### src/rtl/perceptron_accum_act.sv
// perceptron_accum_act: sums N_TERMS unsigned 16-bit perceptron results per
// neuron, then applies a thresholded ReLU, (sum > THRESH) ? sum - THRESH : 0.
// The activation is presented on a valid/ready output port.
// Build option: define ACCUM_SAT_EN to saturate activations above 16'hFFFF.
// Otherwise the low 16 bits are kept (wrap-around).
module perceptron_accum_act #(
  parameter int unsigned N_TERMS = 4,
  parameter logic [15:0] THRESH  = 16'd10
) (
  input  logic        clk,
  input  logic        rst,
  input  logic        in_valid,
  output logic        in_ready,
  input  logic [15:0] in_data,
  output logic        out_valid,
  input  logic        out_ready,
  output logic [15:0] out_data
);

  typedef enum logic {
    ST_ACC  = 1'b0,
    ST_HOLD = 1'b1
  } state_t;

  localparam logic [3:0]  LAST_CNT = 4'(N_TERMS - 1);
  localparam logic [19:0] THRESH_W = {4'b0000, THRESH};

  state_t      state_q;
  logic [19:0] acc_q;
  logic [3:0]  cnt_q;
  logic [15:0] out_q;

  logic [19:0] sum_d;
  logic [15:0] act_d;

  // Running sum including the current term, plus its activation.
  always_comb begin
    sum_d = acc_q + {4'b0000, in_data};
    act_d = '0;
`ifdef ACCUM_SAT_EN
    if (sum_d > THRESH_W) begin
      if ((sum_d - THRESH_W) > 20'h0FFFF) begin
        act_d = '1;
      end else begin
        act_d = sum_d[15:0] - THRESH;
      end
    end
`else
    // Only the low 16 bits of the difference are needed for wrap-around.
    // The full-width compare still decides the ReLU cut-off.
    if (sum_d > THRESH_W) begin
      act_d = sum_d[15:0] - THRESH;
    end
`endif
  end

  // Control FSM: accumulate terms in ACC, then present the result in HOLD.
  always_ff @(posedge clk or posedge rst) begin
    if (rst) begin
      state_q <= ST_ACC;
      acc_q   <= '0;
      cnt_q   <= '0;
      out_q   <= '0;
    end else begin
      case (state_q)
        ST_ACC: begin
          if (in_valid) begin
            if (cnt_q == LAST_CNT) begin
              out_q   <= act_d;
              acc_q   <= '0;
              cnt_q   <= '0;
              state_q <= ST_HOLD;
            end else begin
              acc_q <= sum_d;
              cnt_q <= cnt_q + 4'd1;
            end
          end
        end
        ST_HOLD: begin
          if (out_ready) begin
            state_q <= ST_ACC;
          end
        end
        default: state_q <= ST_ACC;
      endcase
    end
  end

  assign in_ready  = (state_q == ST_ACC);
  assign out_valid = (state_q == ST_HOLD);
  assign out_data  = out_q;

endmodule

### config.mk
export PLATFORM = sky130hd
export DESIGN_NAME = perceptron_accum_act
export DESIGN_NICKNAME = d
export VERILOG_FILES = /design/src/rtl/perceptron_accum_act.sv
export SDC_FILE = /design/constraint.sdc
export NUM_CORES = 1
export LEC_CHECK = 0
export ABC_CLOCK_PERIOD_IN_PS = 5100
export BUFFER_PORTS_ARGS = -buffer_cell sky130_fd_sc_hd__buf_2
export CAP_MARGIN = 20
export CORE_MARGIN = 2
export CORE_UTILIZATION = 32
export CTS_BUF_LIST = sky130_fd_sc_hd__clkbuf_4 sky130_fd_sc_hd__clkbuf_8
export DETAILED_ROUTE_END_ITERATION = 10
export MAX_ROUTING_LAYER = met4
export SLEW_MARGIN = 20
export SYNTH_ARGS = -nofsm -noshare
export SYNTH_HDL_FRONTEND = slang
export SYNTH_SLANG_ARGS = --single-unit
### constraint.sdc
create_clock -name clk -period 5.1 [get_ports clk]
set_input_delay 0.255 -clock clk [delete_from_list [all_inputs] [get_ports clk]]
set_output_delay 0.255 -clock clk [all_outputs]
set_load 0.05 [all_outputs]
# Word level (Yosys, flattened, before mapping)
# Cells that the tools add are included.
classes:
  n_shift: 0
  magnitude_cmp: 1
  n_addsub: 3
  n_mul: 0
  bitwise: 1
  reduce_logical: 2
  n_eq_ne: 1
  n_div: 0
  muxes: 7
ops:
  columns: ["cell", "count"]
  rows:
  - ["$add A20 B16 Y20", 1]
  - ["$gt A20 B4 Y1 const B", 1]
  - ["$mux W20", 1]
  - ["$mux W16", 1]
  - ["$sub A16 B4 Y16 const B", 1]
  - ["$add A4 B1 Y4 const B", 1]
  - ["$eq A4 B2 Y1 const B", 1]
  - ["$mux W4", 1]
  - ["$mux W1", 3]
  - ["$reduce_and A3 Y1", 1]
  - ["$pmux W1 S2", 1]
  - ["$reduce_and A2 Y1", 1]
  - ["$not A1 Y1", 1]
word_totals:
  latchBits: 0
  ramBits: 0
  rom_bits: 0
  out_inout_bits: 18
  elab_cells: 19
  n_memories: 0
  in_bits: 20
  regBits: 41

# Depth between registers and ports, before layout
# Gate-level depths: netlist (run 1).
depth:
  ltp_word: 4
  mapped_depth: 11

# Worst setup path before layout (run 1)
# Ideal clock, no wire load.
synth_timing:
  path_type: "register -> register"
  startpoint: "reg acc_q[0]"
  endpoint: "reg out_q[3], in the netlist out_data[3]"
  arrival_ns: 3.060
  required_time_ns: 4.965
  path_slack_ns: 1.906
  path_buffers: 1
  path_stages_with_launch: 12
  cell_sequence: "dfrtp_1 -> ha_1 -> fa_1 -> a21o_1 -> a22o_1 -> a221o_1 -> or4_4 -> nor2_1 -> nand2_1 -> nor4_4 -> buf_6 -> o31ai_1"
synth_between:
  elab_chain_cells: 3
synth_lines:
  columns: ["item", "line_no", "source"]
  rows:
  - ["start, declared", "29", "logic [19:0] acc_q;"]
  - ["start signal, assigned", "74", "acc_q <= sum_d;"]
  - ["$add A20 B16 Y20 *", "38", "sum_d = acc_q + {4'b0000, in_data};"]
  - ["$sub A16 B4 Y16 or $gt A20 B4 Y1 (tied branches)", "52, 51", null]
  - ["$mux W16 *", "51", "if (sum_d > THRESH_W) begin"]
  - ["end signal, assigned", "69", "out_q <= act_d;"]
  - ["end, declared", "31", "logic [15:0] out_q;"]
# Mark *: on every way between the ends. The rest lies on a longest branch, timed or not.
# A chain may end at the register's enable or synchronous reset.

# Final worst setup path (run 1)
layout_timing:
  startpoint: "reg acc_q[0]"
  endpoint: "reg out_q[13], in the netlist out_data[13]"
# Same word-level chain as after synthesis.

==> flow_summary.json, run 1 <==
{
  "fp.coreArea_sq_mm": 0.00876,
  "area_delta_synth_final_pct": 12.3,
  "io_buffer_count": 37,
  "ys_seq_area_share_pct": 35.4,
  "layout_commonest_cell": "nand2_1",
  "whs_ns": 0.0820,
  "via_per_inst": 5.39,
  "rr_worst_depth": 10,
  "diodes": 0,
  "period_needed_ns": 3.95,
  "wl_per_cell_um": 15.5,
  "required_ns": 5.24,
  "dieArea_sq_mm": 0.00983,
  "grt_overflow_total": 0,
  "ir_worst_vdd_uv": 165,
  "p_total_mw": 2.48,
  "vias": 2506,
  "post-route-util_pct": 37.1,
  "post-dp-hpwl_mm": 5.26,
  "preCtsSetupSlack_ns": 1.26,
  "clkTransAtPathRegs_ns": 0.09,
  "grt_max_degree": 42,
  "async_reset_ff_share_pct": 100,
  "cp_max_fo": 16,
  "synth_flop_cell": "dfrtp_1",
  "p_leak_nw": 1.47,
  "synthesis.nets": 362,
  "cts_setup_buffers": 0,
  "rr_startpoint": "acc_q[0]",
  "report.final.slew_viol_count": 0,
  "critPathLaunchType": "flop",
  "worst_pin_slew_ns": 1.08,
  "cts.sinks": 41,
  "numCtsBuffers": 5,
  "worstSetupEndpointType": "flop",
  "tns_ns": 0,
  "synth_area_sq_mm": 0.00290,
  "gp_congestion": 0.857,
  "track_usage_pct": 15.4,
  "rrSetupSlack_ns": 1.15,
  "fin_ws_ns": 1.15,
  "timing.final.crit_share_pct": 77.4,
  "grt_pass1_wl_mm": 12.1,
  "slew_headroom_pct": 27.8,
  "cts_tree": "yes",
  "r2r_end": "out_data[13]",
  "synth_edf_count": 0,
  "start_util_pct": 33.1,
  "clk_path_buf_depth": 2,
  "cts_root_buf": "clkbuf_8",
  "syn_avg_cell_area_sq_um": 8.97,
  "yosys_warnings": 0,
  "dr.first_iter.drc_count": 123,
  "drive_gt1_share_pct": 15.1,
  "crit_type": "flop to flop",
  "htreeDepth": 2,
  "mostFrequentLayoutCells": "52 x nand2_1, 41 x dfrtp_1, 37 x buf_2",
  "cts_hold_buf": 0,
  "nets": 395,
  "row_count": 34,
  "grt_pass1_vias": 2449,
  "die_w_um": 99.1,
  "clock_skew_ns": 0.00819,
  "finalSetupViolCount": 0,
  "die_h_um": 99.1,
  "power.density_mw_per_mm2": 763,
  "cap_violations": 0,
  "drc": 0,
  "fmax_mhz": 253,
  "hp-class": "input port to async pin",
  "hold_viol": 0,
  "status": "complete, no violations",
  "rsz0062_at_grt": "false",
  "ys_ff_latch": 41,
  "pin_count": 38,
  "antenna_found_initial": 0,
  "cts_resized": 0,
  "clock_latency_ns": 0.30,
  "drtAntennaViolNets": 0,
  "synth_cells": 323,
  "totalWireLength_mm": 7.22,
  "arrival_ns": 4.08,
  "first_pass_iters": 4,
  "synth.distinct_cells": 53
}
## power by group
part	switching, mW	leakage [nW]	internal (mW)	total (mW)
registers	0.0936	0.521	0.464	0.558
clock network	0.123	0.0439	0.0947	0.218
logic	1.11	0.902	0.595	1.71
## synthesized netlist by cell type (2+ instances only)
cell type | count | area [sq um]
nand3_1 | 6 | 30.0
clkbuf_1 | 10 | 37.5
o2111ai_1 | 2 | 17.5
ha_1 | 18 | 225
a211o_1 | 4 | 35.0
inv_1 | 5 | 18.8
a21oi_1 | 14 | 70.1
nand4_1 | 3 | 18.8
o21a_1 | 5 | 37.5
o31ai_1 | 20 | 150
xor2_1 | 5 | 43.8
nor3_1 | 3 | 15.0
o211ai_1 | 6 | 45.0
xnor2_1 | 19 | 166
a21o_1 | 8 | 60.1
a221oi_1 | 2 | 17.5
a22o_1 | 7 | 61.3
nor2b_1 | 4 | 25.0
dfrtp_1 | 41 | 1030
a211oi_1 | 2 | 15.0
and2_1 | 3 | 18.8
nand2_1 | 52 | 195
o21ai_0 | 23 | 115
and4_1 | 2 | 17.5
and3_1 | 4 | 25.0
nand2b_1 | 3 | 18.8
buf_6 | 2 | 22.5
nor3b_1 | 3 | 22.5
a31oi_1 | 2 | 12.5
a311oi_1 | 2 | 17.5
nor2_1 | 20 | 75.1
nor4_1 | 2 | 12.5
## worst max path at each step
stage,from,to,slack (ns),depth (start not counted)
2_1_floorplan,acc_q[0],out_data[3],1.91,11
3_3_place_gp,acc_q[0],out_data[14],1.38,10
3_5_place_dp,in_data[0],out_data[8],1.26,11
4_1_cts,acc_q[0],out_data[8],1.23,10
5_1_grt,acc_q[0],out_data[11],0.90,10
6_report,acc_q[0],out_data[13],1.15,10
## metrics by stage
stage	instances	cell area (sq um)
after floorplan	323	2900
after detailed placement	457	3170
final	465	3250
after global placement	457	3170
after global routing	465	3250
after CTS	465	3250
## registers in the layout, summed over array words and instances (netlist names)
name	count
acc_q	20
cnt_q	4
out_data	16
out_valid	1
## worst max-delay path, stage by stage (launching register included)
cell       delay, ns
dfrtp_1         0.39
ha_1            0.22
fa_1            0.40
a21o_1          0.23
a21oi_1         0.19
xor2_1          0.39
nand2_1         0.14
a2111oi_0       0.50
o2111ai_1       0.28
nor4_4          0.87
o31ai_1         0.17
## final cells by class
cell class                      count  area [sq um]
Clock buffer                        5          68.8
Clock inverter                      3          17.5
Fill cell                         923          5510
Inverter                            5          18.8
Multi-Input combinational cell    264          1790
Sequential cell                    41          1030
Tap cell                          108           135
Timing Repair Buffer               39           200
## logic make-up after synthesis
logic type               Yosys count  share of synthesized area, %
AND/OR/NAND/NOR                  110                          18.7
flip-flops                        41                          35.4
AO/OA/AOI/OAI                    110                          26.9
multiplexers                       1                         0.346
buffers and inverters             18                          2.89
XOR/XNOR                          24                          7.26
adder cells (fa/ha/maj)           19                          8.47
## layer usage
| layer | wire length, um | vias up | GRT usage, % |
|---|---|---|---|
| li1 | - | 1257 | - |
| met1 | 3740 | 1173 | 23.0 |
| met2 | 3060 | 72 | 22.6 |
| met3 | 376 | 4 | 1.83 |
| met4 | 53 | 0 | 3.16 |
| met5 | 0 | - | - |
Note: power is estimated with default switching activity, not from simulation.
==> run 2, diff against run 1 <==
ABC_CLOCK_PERIOD_IN_PS = 3800   (was 5100)
clock period = 3.8 ns   (was 5.1 ns; I/O delays follow)
==> run 2 against run 1 <==
Against the previous run: clock skew down 0.00088 ns; global-route usage is 0.20 points higher; critical endpoint is now out_data[10]; highest routed layer unchanged; clock power is 62% higher; die area unchanged; wire length is 0.86% lower.
==> flow_summary.json, run 2 (synthesized netlist as in run 1, its figures left out) <==
{
  "status": "complete, no violations",
  "report.final.slew_viol_count": 0,
  "slew_headroom_pct": 60.4,
  "drtAntennaViolNets": 0,
  "grt_pass1_vias": 2401,
  "first_pass_iters": 4,
  "critPathLaunchType": "flop",
  "rrSetupSlack_ns": 0.41,
  "totalWireLength_mm": 7.16,
  "area_delta_synth_final_pct": 15.8,
  "clock_latency_ns": 0.30,
  "timing.final.crit_share_pct": 89.1,
  "clock_skew_ns": 0.00731,
  "clkTransAtPathRegs_ns": 0.09,
  "grt_use_met1_pct": 23.2,
  "vias": 2551,
  "tns_ns": 0,
  "worst_pin_slew_ns": 0.590,
  "seq_area_sq_mm": 0.00103,
  "mostFrequentLayoutCells": "52 x nand2_1, 41 x dfrtp_1, 37 x buf_2",
  "power.density_mw_per_mm2": 1050,
  "antenna_found_initial": 0,
  "arrival_ns": 3.56,
  "multi_input_area_sq_mm": 0.00179,
  "fillers": 892,
  "cts.sinks": 41,
  "finalSetupViolCount": 0,
  "cts_resized": 0,
  "numCtsBuffers": 5,
  "grt_pass1_wl_mm": 12.1,
  "grt_overflow_total": 0,
  "worstSetupEndpointType": "flop",
  "fp.coreArea_sq_mm": 0.00876,
  "use_met3_pct": 3.37,
  "cts_hold_buf": 0,
  "ir_worst_vdd_uv": 254,
  "track_usage_pct": 15.6,
  "die_w_um": 99.1,
  "grt_max_degree": 42,
  "diodes": 0,
  "rsz0062_at_grt": "false",
  "grt_util_met2_pct": 21.8,
  "layout.cells.non_filler": 475,
  "required_ns": 3.97,
  "dr.first_iter.drc_count": 148,
  "hold_viol": 0,
  "via_per_inst": 5.37,
  "top_usage_layer": "met1",
  "cts_setup_buffers": 0,
  "largest_reg_flops": 20,
  "htreeDepth": 2,
  "pin_count": 38,
  "gp_congestion": 0.877,
  "nets": 406,
  "period_needed_ns": 3.39,
  "p_total_mw": 3.51,
  "cts_tree": "yes",
  "drive_gt1_share_pct": 17.4,
  "cp_max_fo": 14,
  "clk_path_buf_depth": 2,
  "cts_root_buf": "clkbuf_8",
  "post-dp-hpwl_mm": 5.43,
  "fmax_mhz": 295,
  "die_h_um": 99.1,
  "hp-class": "input port to async pin",
  "crit_type": "flop to flop",
  "start_util_pct": 33.1,
  "layout_commonest_cell": "nand2_1",
  "p_leak_nw": 1.53,
  "drc": 0,
  "cap_violations": 0,
  "wl_per_cell_um": 15.1,
  "dp.cells": 468,
  "row_count": 34,
  "post-route-util_pct": 38.3,
  "io_buffer_count": 37,
  "dieArea_sq_mm": 0.00983,
  "regMostFlops": "acc_q"
}
run 2: through the flow:
step / setup WS (ns) / instance area, sq um / hold slack, ns
after floorplan: 0.606 / 2900 / 0.286
after global placement: 0.488 / 3250 / 0.359
after detailed placement: 0.403 / 3250 / 0.365
after CTS: 0.413 / 3350 / 0.0458
after global routing: 0.231 / 3350 / 0.0738
final: 0.413 / 3350 / 0.0178
run 2: critical path, cell delays in order (launching register included):
cell,delay [ns]
dfrtp_1,0.39
ha_1,0.22
fa_1,0.41
a21o_1,0.22
a22o_1,0.22
a221o_1,0.38
or4_4,0.59
nor2_1,0.15
nand2_1,0.10
nor4_4,0.22
buf_4,0.26
o31ai_1,0.10
run 2: area by class of cell:
type                       count  area share, %
multi-input combinational    264           53.3
sequential                    41           30.6
timing repair buffer          50           8.43
tap                          108           4.03
clock buffer                   5           2.05
clock inverter                 2           1.04
inverter                       5          0.560
run 2: where the power goes:
part / internal (mW) / switching, mW / leakage [nW]
logic: 0.905 / 1.51 / 0.955
clock network: 0.191 / 0.161 / 0.0540
registers: 0.623 / 0.118 / 0.521
total: 1.72 / 1.79 / 1.53
run 2: final timing paths:
kind	startpoint	endpoint	depth (start not counted)
worst max-delay path	acc_q[0]	out_data[10]	11
worst min-delay path	rst	cnt_q[2]	3
worst max register to register	acc_q[0]	out_data[10]	11
worst min register to register	out_data[13]	out_data[13]	2
max in group asynchronous	rst	out_data[1]	3
min in group clk	out_ready	out_valid	2
run 2: per-layer routing:
metal,up-vias,share of wire [%]
met5,-,0
met3,5,6.2
met1,1194,51
met4,0,1.0
met2,67,42
li1,1285,-
